===== config.mk =====
export PLATFORM = sky130hd
export DESIGN_NAME = sr_cmd_gen
export DESIGN_NICKNAME = d
export VERILOG_FILES = /design/src/rtl/sr_cmd_pkg.sv /design/src/rtl/sr_debounce.sv /design/src/rtl/sr_cmd_gen.sv
export SDC_FILE = /design/constraint.sdc
export NUM_CORES = 1
export LEC_CHECK = 0
export ABC_AREA = 1
export CAP_MARGIN = 20
export CORE_ASPECT_RATIO = 1.75
export CORE_MARGIN = 3
export CORE_UTILIZATION = 30
export CTS_CLUSTER_DIAMETER = 200
export CTS_CLUSTER_SIZE = 14
export DETAILED_ROUTE_END_ITERATION = 6
export GPL_TIMING_DRIVEN = 0
export SYNTH_ARGS = -nofsm -noshare
export SYNTH_HDL_FRONTEND = slang
export SYNTH_SLANG_ARGS = --single-unit

===== constraint.sdc =====
create_clock -name clk -period 1.8 [get_ports clk]
set_input_delay 0.54 -clock clk [delete_from_list [all_inputs] [get_ports clk]]
set_output_delay 0.54 -clock clk [all_outputs]
set_load 0.01 [all_outputs]

===== src/rtl/sr_cmd_pkg.sv =====
// Shared definitions for the SR latch command generator.
package sr_cmd_pkg;

   typedef enum logic [1:0] {
      IDLE     = 2'd0,
      PULSE_S  = 2'd1,
      PULSE_R  = 2'd2,
      WAIT_REL = 2'd3
   } state_t;

endpackage


===== src/rtl/sr_debounce.sv =====
// Two-FF synchronizer plus saturating debounce counter with a one-cycle press pulse.
module sr_debounce
   import sr_cmd_pkg::*;
#(
   parameter int unsigned DEBOUNCE_CYCLES = 500000
) (
   input  logic clk,
   input  logic rst,
   input  logic btn,
   output logic deb,
   output logic pressed
);

   localparam int unsigned CW = $clog2(DEBOUNCE_CYCLES + 1);

   logic          meta;
   logic          sync;
   logic [CW-1:0] cnt;

   always_ff @(posedge clk or posedge rst) begin
      if (rst) begin
         meta    <= 1'b0;
         sync    <= 1'b0;
         deb     <= 1'b0;
         cnt     <= '0;
         pressed <= 1'b0;
      end else begin
         meta    <= btn;
         sync    <= meta;
         pressed <= 1'b0;
         if (sync != deb) begin
            // the cycle that would bring cnt to DEBOUNCE_CYCLES commits the new level instead
            if (cnt >= CW'(DEBOUNCE_CYCLES - 1)) begin
               deb     <= ~deb;
               cnt     <= '0;
               pressed <= ~deb;
            end else begin
               cnt <= cnt + 1'b1;
            end
         end else begin
            cnt <= '0;
         end
      end
   end

endmodule


===== src/rtl/sr_cmd_gen.sv =====
// Turns two debounced buttons into mutually exclusive fixed-width S/R pulses,
// locking out new commands until both buttons are released.
module sr_cmd_gen
   import sr_cmd_pkg::*;
#(
   parameter int unsigned DEBOUNCE_CYCLES = 500000,
   parameter int unsigned PULSE_CYCLES    = 4
) (
   input  logic clk,
   input  logic rst,
   input  logic btn_set,
   input  logic btn_rst,
   output logic S,
   output logic R,
   output logic busy,
   output logic conflict
);

   localparam int unsigned PW = $clog2(PULSE_CYCLES + 1);

   logic          deb_set;
   logic          deb_rst;
   logic          pressed_set;
   logic          pressed_rst;
   state_t        state;
   logic [PW-1:0] pcnt;

   sr_debounce #(.DEBOUNCE_CYCLES(DEBOUNCE_CYCLES)) u_deb_set (
      .clk     (clk),
      .rst     (rst),
      .btn     (btn_set),
      .deb     (deb_set),
      .pressed (pressed_set)
   );

   sr_debounce #(.DEBOUNCE_CYCLES(DEBOUNCE_CYCLES)) u_deb_rst (
      .clk     (clk),
      .rst     (rst),
      .btn     (btn_rst),
      .deb     (deb_rst),
      .pressed (pressed_rst)
   );

   always_ff @(posedge clk or posedge rst) begin
      if (rst) begin
         state    <= IDLE;
         pcnt     <= '0;
         S        <= 1'b0;
         R        <= 1'b0;
         busy     <= 1'b0;
         conflict <= 1'b0;
      end else begin
         conflict <= 1'b0;
         case (state)
            IDLE: begin
               if (pressed_set && pressed_rst) begin
                  conflict <= 1'b1;
                  busy     <= 1'b1;
                  state    <= WAIT_REL;
               end else if (pressed_set) begin
                  S     <= 1'b1;
                  busy  <= 1'b1;
                  pcnt  <= PW'(PULSE_CYCLES - 1);
                  state <= PULSE_S;
               end else if (pressed_rst) begin
                  R     <= 1'b1;
                  busy  <= 1'b1;
                  pcnt  <= PW'(PULSE_CYCLES - 1);
                  state <= PULSE_R;
               end
            end
            PULSE_S, PULSE_R: begin
               // pcnt is loaded with one less than the width since the loading edge already raised the output
               if (pcnt == '0) begin
                  S     <= 1'b0;
                  R     <= 1'b0;
                  state <= WAIT_REL;
               end else begin
                  pcnt <= pcnt - 1'b1;
               end
            end
            WAIT_REL: begin
               if (!deb_set && !deb_rst) begin
                  busy  <= 1'b0;
                  state <= IDLE;
               end
            end
            default: state <= IDLE;
         endcase
      end
   end

endmodule


==> metrics.md, run 1 <==
| Metric | Value |
|---|---|
| Most frequent cells in the layout | 73 x nand2_1, 65 x nor2_1, 55 x dfrtp_1 |
| Die height | roughly 140 um |
| Ports | 8 |
| Top Family by Delay on Critical Path | buffers and inverters |
| Finished Layout Cells | 501 |
| Core area | roughly 9500 um2 |
| Tcrit/Tclk final | between 90% and 100% |
| Crit path kind | register to output pin |
| Fillers | 994 |
| Htree depth | 2 |
| RSZ-0062 raised after global routing | no |
| Clk_lat worst skew | about 300 ps |
| Syn Inst Count | 363 |
| Status | finished clean |
| Post-Route WL | ~5600 um |
| Synth-to-layout area growth | 14.6% |
| Initial DRC Count | 90 |
| Fmax | 0.580 GHz |
| Cell Area, Synth | 2970 um2 |
| Setup Buffers After CTS | 0 |
| Worst-path clk slew | about 70 ps |
| Fin area | 3400 um2 |
| Net Count, Synth | 374 |
| CP max stage cell | clkdlybuf4s50_1 |
| Dpl cells | 493 |
| Top cell type's share of synthesized area | 46.4% |
| Root Buffer | clkbuf_16 |
| Slew Viols, Final | 0 |
| Remaining Overflow, GRT | 0 |
| DP Area | 3210 um2 |
| TritonCTS Buffers | 5 |
| Final nets | between 300 and 400 |
| Commonest non-fill, non-tap cell in the layout | nand2_1 |
| Reg2reg setup slack | 160 ps |
| Max incr delay on CP | 540 ps |
| Period minus WS final | 1720 ps |
| Sequential area share after synthesis | a little under half |
| Row count | 47 |
| DR vias | about 2.3k |
| DRC Markers | 0 |
| Power per Cell Area | 736 nW/um2 |
| Initial antenna violation count | 0 |
| Input/output buffers | 7 |
| Post-CTS Hold Buffers | 0 |
| Pre-antenna DRT Iters | 4 |
| Buf+Inv Stages, Crit Path | 1 |
| Register share of total power | roughly 50% |
| Worst-margin pin slew | 658 ps |
| Hpwl dp | 4370 um |
| Mean Syn Cell Area | between 8 and 9 um2 |
| Clock sink count | 55 |
| Metal3 WL | 103 um |
| Worst Path Max Fanout | 2 |
| Longest Clk Path Bufs | 2 |
| Syn. warnings | 0 |
| Final GP Congestion | a little under 0.8 |
| Synth unique cells | 28 |
| Top post-synthesis cells by area | dfrtp_1 46%, nand2_1 9.4%, nor2_1 8.5% |
| Min-Delay Path Class | register to register |
| Tot Pwr | 0.00250 W |
| Switch share | 20.7% |
| Internal Dissipation | a little under 0.002 W |
| Vias in the first global route | 2281 |
| Largest net degree at the start of global routing | 30 |
| CP Cell Sequence | clkdlybuf4s50_1 |
| Max_slew headroom | 56.0% |
| First-pass GRT wire length | 10200 um |
| DR WL met2 | 3210 um |
| CP required | 1260 ps |
| Net load switching power | 0.000518 W |
| CP endpoint kind | output pin |
| Die area | 11200 um2 |
| Final setup viols | 0 |
| N_diodes | 0 |
| DR top layer | met4 |
| GRT Overall Usage | around an eighth |
| Max Cap Violations | 0 |
| Setup Skew | about 8.4 ps |
| Logic pwr share | 3.6% |
| Die X | around 81 um |
| Final Hold Viols | 0 |
| Leakage power | 1.47 nW |
| Share of cells above drive strength 1 | 11.1% |
| Post-DR wirelength/cell | 11.2 um |
| Maximum VDD drop | 0.313 mV |
| CP arrival | 1180 ps |
| TritonCTS clock tree | built |
| Initial Util | a little under a third |
| Antenna-violating nets left | 0 |
| DR vias/cell | 4.54 |
| Area leader, netlist | dfrtp_1 |
| M1 WL | around 2200 um |
| Kind of start point of the critical path | register |
| Synth Register Bits | 55 |
| Clock network power share | a little under half |
==> power groups by stage <==
stage / sequential (W) / clock [W] / combinational, W
final: 0.00126 / 0.00115 / 0.0000890
after global placement: 0.00129 / 0 / 0.0000860
after CTS: 0.00126 / 0.00120 / 0.0000936
after detailed placement: 0.00129 / 0 / 0.0000936
after global routing: 0.00127 / 0.00125 / 0.000105
after floorplan: 0.00128 / 0 / 0.0000633
==> logic make-up (layout without fill, tap and decap cells) <==
logic type | after synthesis | in the layout | share of synthesized area (%)
compound gates | 28 | 28 | 5.36
fa+ha+maj | 7 | 7 | 2.95
simple gates | 206 | 206 | 31.9
xor+xnor | 24 | 24 | 7.09
buf+inv | 43 | 59 | 6.29
flops | 55 | 55 | 46.4
==> flip-flops by register name, indices dropped and copies added (netlist names) <==
name               flops
u_deb_rst.sync         1
u_deb_rst.cnt         19
u_deb_set.meta         1
pcnt                   3
R                      1
u_deb_set.cnt         19
conflict               1
u_deb_set.pressed      1
u_deb_rst.meta         1
S                      1
u_deb_set.sync         1
busy                   1
u_deb_rst.pressed      1
state                  2
u_deb_rst.deb          1
u_deb_set.deb          1
==> final timing paths <==
check | cells past startpoint | from | endpoint
setup / recovery | 1 | busy | busy
max in group asynchronous | 3 | rst | u_deb_set.pressed
hold reg to reg | 0 | u_deb_rst.meta | u_deb_rst.sync
min in group asynchronous | 2 | rst | u_deb_rst.cnt[1]
hold / removal | 0 | u_deb_rst.meta | u_deb_rst.sync
setup reg to reg | 7 | u_deb_set.cnt[0] | u_deb_set.cnt[8]
==> through the flow <==
step | worst slack [ps] | hold slack [ps] | setup TNS, ps | utilization, %
final | 76.0 | 358 | 0 | 35.7
after global routing | 4.70 | 378 | 0 | 35.7
after CTS | 52.8 | 366 | 0 | 35.6
after detailed placement | 95.4 | 348 | 0 | 33.7
after global placement | -126 | 343 | -6740 | 33.5
after floorplan | 336 | 331 | 0 | -
==> cell type report <==
| type | instances | area, um2 | share of cell area [%] |
|---|---|---|---|
| multi-input cells | 265 | 1410 | 41.5 |
| flip-flops and latches | 55 | 1380 | 40.5 |
| inverters | 40 | 154 | 4.53 |
| well taps | 122 | 153 | 4.49 |
| clock buffers | 6 | 139 | 4.09 |
| repair buffers | 8 | 90.1 | 2.65 |
| clock inverters | 2 | 38.8 | 1.14 |
| plain buffers | 3 | 38.8 | 1.14 |
==> Yosys cell counts <==
library cell	count
nor3_1	7
nand3_2	2
nand2_1	74
nand4_4	1
o31ai_1	3
buf_6	1
nand2_4	1
a21oi_1	4
nand2_2	5
nor2_1	67
xor2_1	17
a31oi_1	2
dfrtp_1	55
and2_0	1
nand3_1	19
buf_12	1
nor2_2	12
xnor2_1	7
or2_2	1
nand4_1	12
inv_1	40
o21a_1	2
or2_1	1
nor2_4	3
o21ai_2	1
o21ai_0	16
buf_2	1
ha_1	7
==> what timing repair did <==
action | 4_1_cts | 5_1_grt
endpoints found under the hold margin | 0 | 0
gates resized for setup | 0 | 5
endpoints found under the setup margin | 0 | 5
==> routing by layer <==
metal	vias up	track usage (%)
met1	1063	11.9
met3	10	2.16
met2	21	22.2
li1	1179	-
met5	-	0
met4	0	5.45
Note: power is estimated with default switching activity, not from simulation.
==> run 2: changes to the inputs <==
--- a/config.mk
+++ b/config.mk
@@ -6,6 +6,7 @@
 export NUM_CORES = 1
 export LEC_CHECK = 0
 export ABC_AREA = 1
+export ABC_CLOCK_PERIOD_IN_PS = 1800
 export CAP_MARGIN = 20
 export CORE_ASPECT_RATIO = 1.75
 export CORE_MARGIN = 3
@@ -13,7 +14,7 @@
 export CTS_CLUSTER_DIAMETER = 200
 export CTS_CLUSTER_SIZE = 14
 export DETAILED_ROUTE_END_ITERATION = 6
-export GPL_TIMING_DRIVEN = 0
+export GPL_TIMING_DRIVEN = 1
 export SYNTH_ARGS = -nofsm -noshare
 export SYNTH_HDL_FRONTEND = slang
 export SYNTH_SLANG_ARGS = --single-unit
==> run 2 against run 1 <==
Against the previous run: first-iteration DRC count rose by 53%; wire length rose by 1.8%; via count rose by 2.6%; critical path type unchanged; critical endpoint unchanged; largest cell class unchanged; largest power group unchanged.
==> metrics.md, run 2 (same netlist as run 1, synthesis figures left out) <==
| Metric | Value |
|---|---|
| Tot Pwr | 0.00259 W |
| Max incr delay on CP | 530 ps |
| Maximum VDD drop | 0.606 mV |
| Clock sink count | 55 |
| Post-CTS Resized | 0 |
| Core area | 9530 um2 |
| GRT Overall Usage | a little under an eighth |
| Post-Route WL | 5730 um |
| First-pass GRT wire length | between 10000 and 15000 um |
| DR vias/cell | 4.65 |
| Fmax | 0.581 GHz |
| Setup Buffers After CTS | 0 |
| Vias in the first global route | 2444 |
| Leakage power | 1.47 nW |
| Longest Clk Path Bufs | 2 |
| Initial Util | 31.1% |
| Root Buffer | clkbuf_16 |
| Setup TNS | 0 ps |
| Initial DRC Count | around 140 |
| Buf+Inv Stages, Crit Path | 1 |
| Die area | 11200 um2 |
| Synth-to-layout area growth | 14.2% |
| Most frequent cells in the layout | 74 x nand2_1, 67 x nor2_1, 55 x dfrtp_1 |
| Kind of start point of the critical path | register |
| Remaining Overflow, GRT | 0 |
| Pre-antenna DRT Iters | 4 |
| Crit path kind | register to output pin |
| Tcrit/Tclk final | 95.7% |
| Die X | 81.2 um |
| Largest net degree at the start of global routing | 39 |
| Final Hold Viols | 0 |
| Final GP Congestion | roughly 0.87 |
| CP Cell Sequence | clkdlybuf4s50_1 |
| Worst-margin pin slew | 463 ps |
| Row count | 47 |
| Post-DR wirelength/cell | 11.4 um |
| CP endpoint kind | output pin |
| Slew Viols, Final | 0 |
| Htree depth | 2 |
| Final nets | 389 |
| CP max stage cell | clkdlybuf4s50_1 |
| Antenna-violating nets left | 0 |
| Ports | 8 |
| Critical path origin | busy |
| Min-Delay Path Class | register to register |
| Commonest non-fill, non-tap cell in the layout | nand2_1 |
| Final setup viols | 0 |
| Dpl cells | just under 500 |
| Biggest regs | u_deb_rst.cnt: 19 flops, u_deb_set.cnt: 19 flops, pcnt: 3 flops |
| TritonCTS Buffers | 5 |
| Setup Skew | 10.1 ps |
| Max_slew headroom | approximately 69% |
| DR vias | 2331 |
| N_diodes | 0 |
| DRC Markers | 0 |
| CP arrival | ~1200 ps |
| Finished Layout Cells | 501 |
| Power per Cell Area | 764 nW/um2 |
| TritonCTS clock tree | built |
| Period minus WS final | 1720 ps |
| Input/output buffers | 7 |
| Worst-path clk slew | approximately 70 ps |
| Max Cap Violations | 0 |
| Status | finished clean |
| Share of cells above drive strength 1 | 10.0% |
| Worst R2R Start | u_deb_set.cnt[1] |
| Min-delay src | u_deb_set.meta |
| RSZ-0062 raised after global routing | no |
| CP required | 1260 ps |
| Hpwl dp | 4380 um |
| Worst Path Max Fanout | 2 |
| Top Family by Delay on Critical Path | buffers and inverters |
| Clk_lat worst skew | 300 ps |
| Initial antenna violation count | 0 |
| Post-CTS Hold Buffers | 0 |
| Die height | 138 um |
## run 2: worst paths after layout
kind,end,slack [ps],depth (start not counted)
min,u_deb_set.sync,360,0
max reg2reg,u_deb_set.cnt[8],200,7
min in group asynchronous,u_deb_rst.cnt[6],640,3
max,busy,80,1
min reg2reg,u_deb_set.sync,360,0
max in group asynchronous,u_deb_rst.cnt[14],950,3
## run 2: report_power, final
group	internal, W	total [W]	switching [W]
clock	0.000798	0.00124	0.000442
combinational	0.0000277	0.0000823	0.0000546
sequential	0.00125	0.00126	0.0000132
total	0.00208	0.00259	0.000510
## run 2: per-layer routing
layer  vias to the layer above  track usage (%)  wire (um)
li1                       1185                -          -
met1                      1112             12.1       2250
met2                        27             22.6       3240
met3                         7             1.90        120
met4                         0             5.36        111
met5                         -                0          0
## run 2: area by class of cell
type,instances,area (um2)
Fill cell,1001,6140
Multi-Input combinational cell,265,1400
Clock buffer,6,129
Inverter,40,154
Sequential cell,55,1380
Tap cell,122,153
Timing Repair Buffer,11,113
Clock inverter,2,60.1
## run 2: through the flow
step	util [%]	area [um2]	setup slack [ps]	hold WS, ps
finish	35.6	3390	78.1	359
detailed placement	33.6	3200	200	338
global placement	33.6	3200	203	337
floorplan	-	2970	336	331
CTS	35.6	3390	66.1	361
global route	35.6	3390	16.8	374
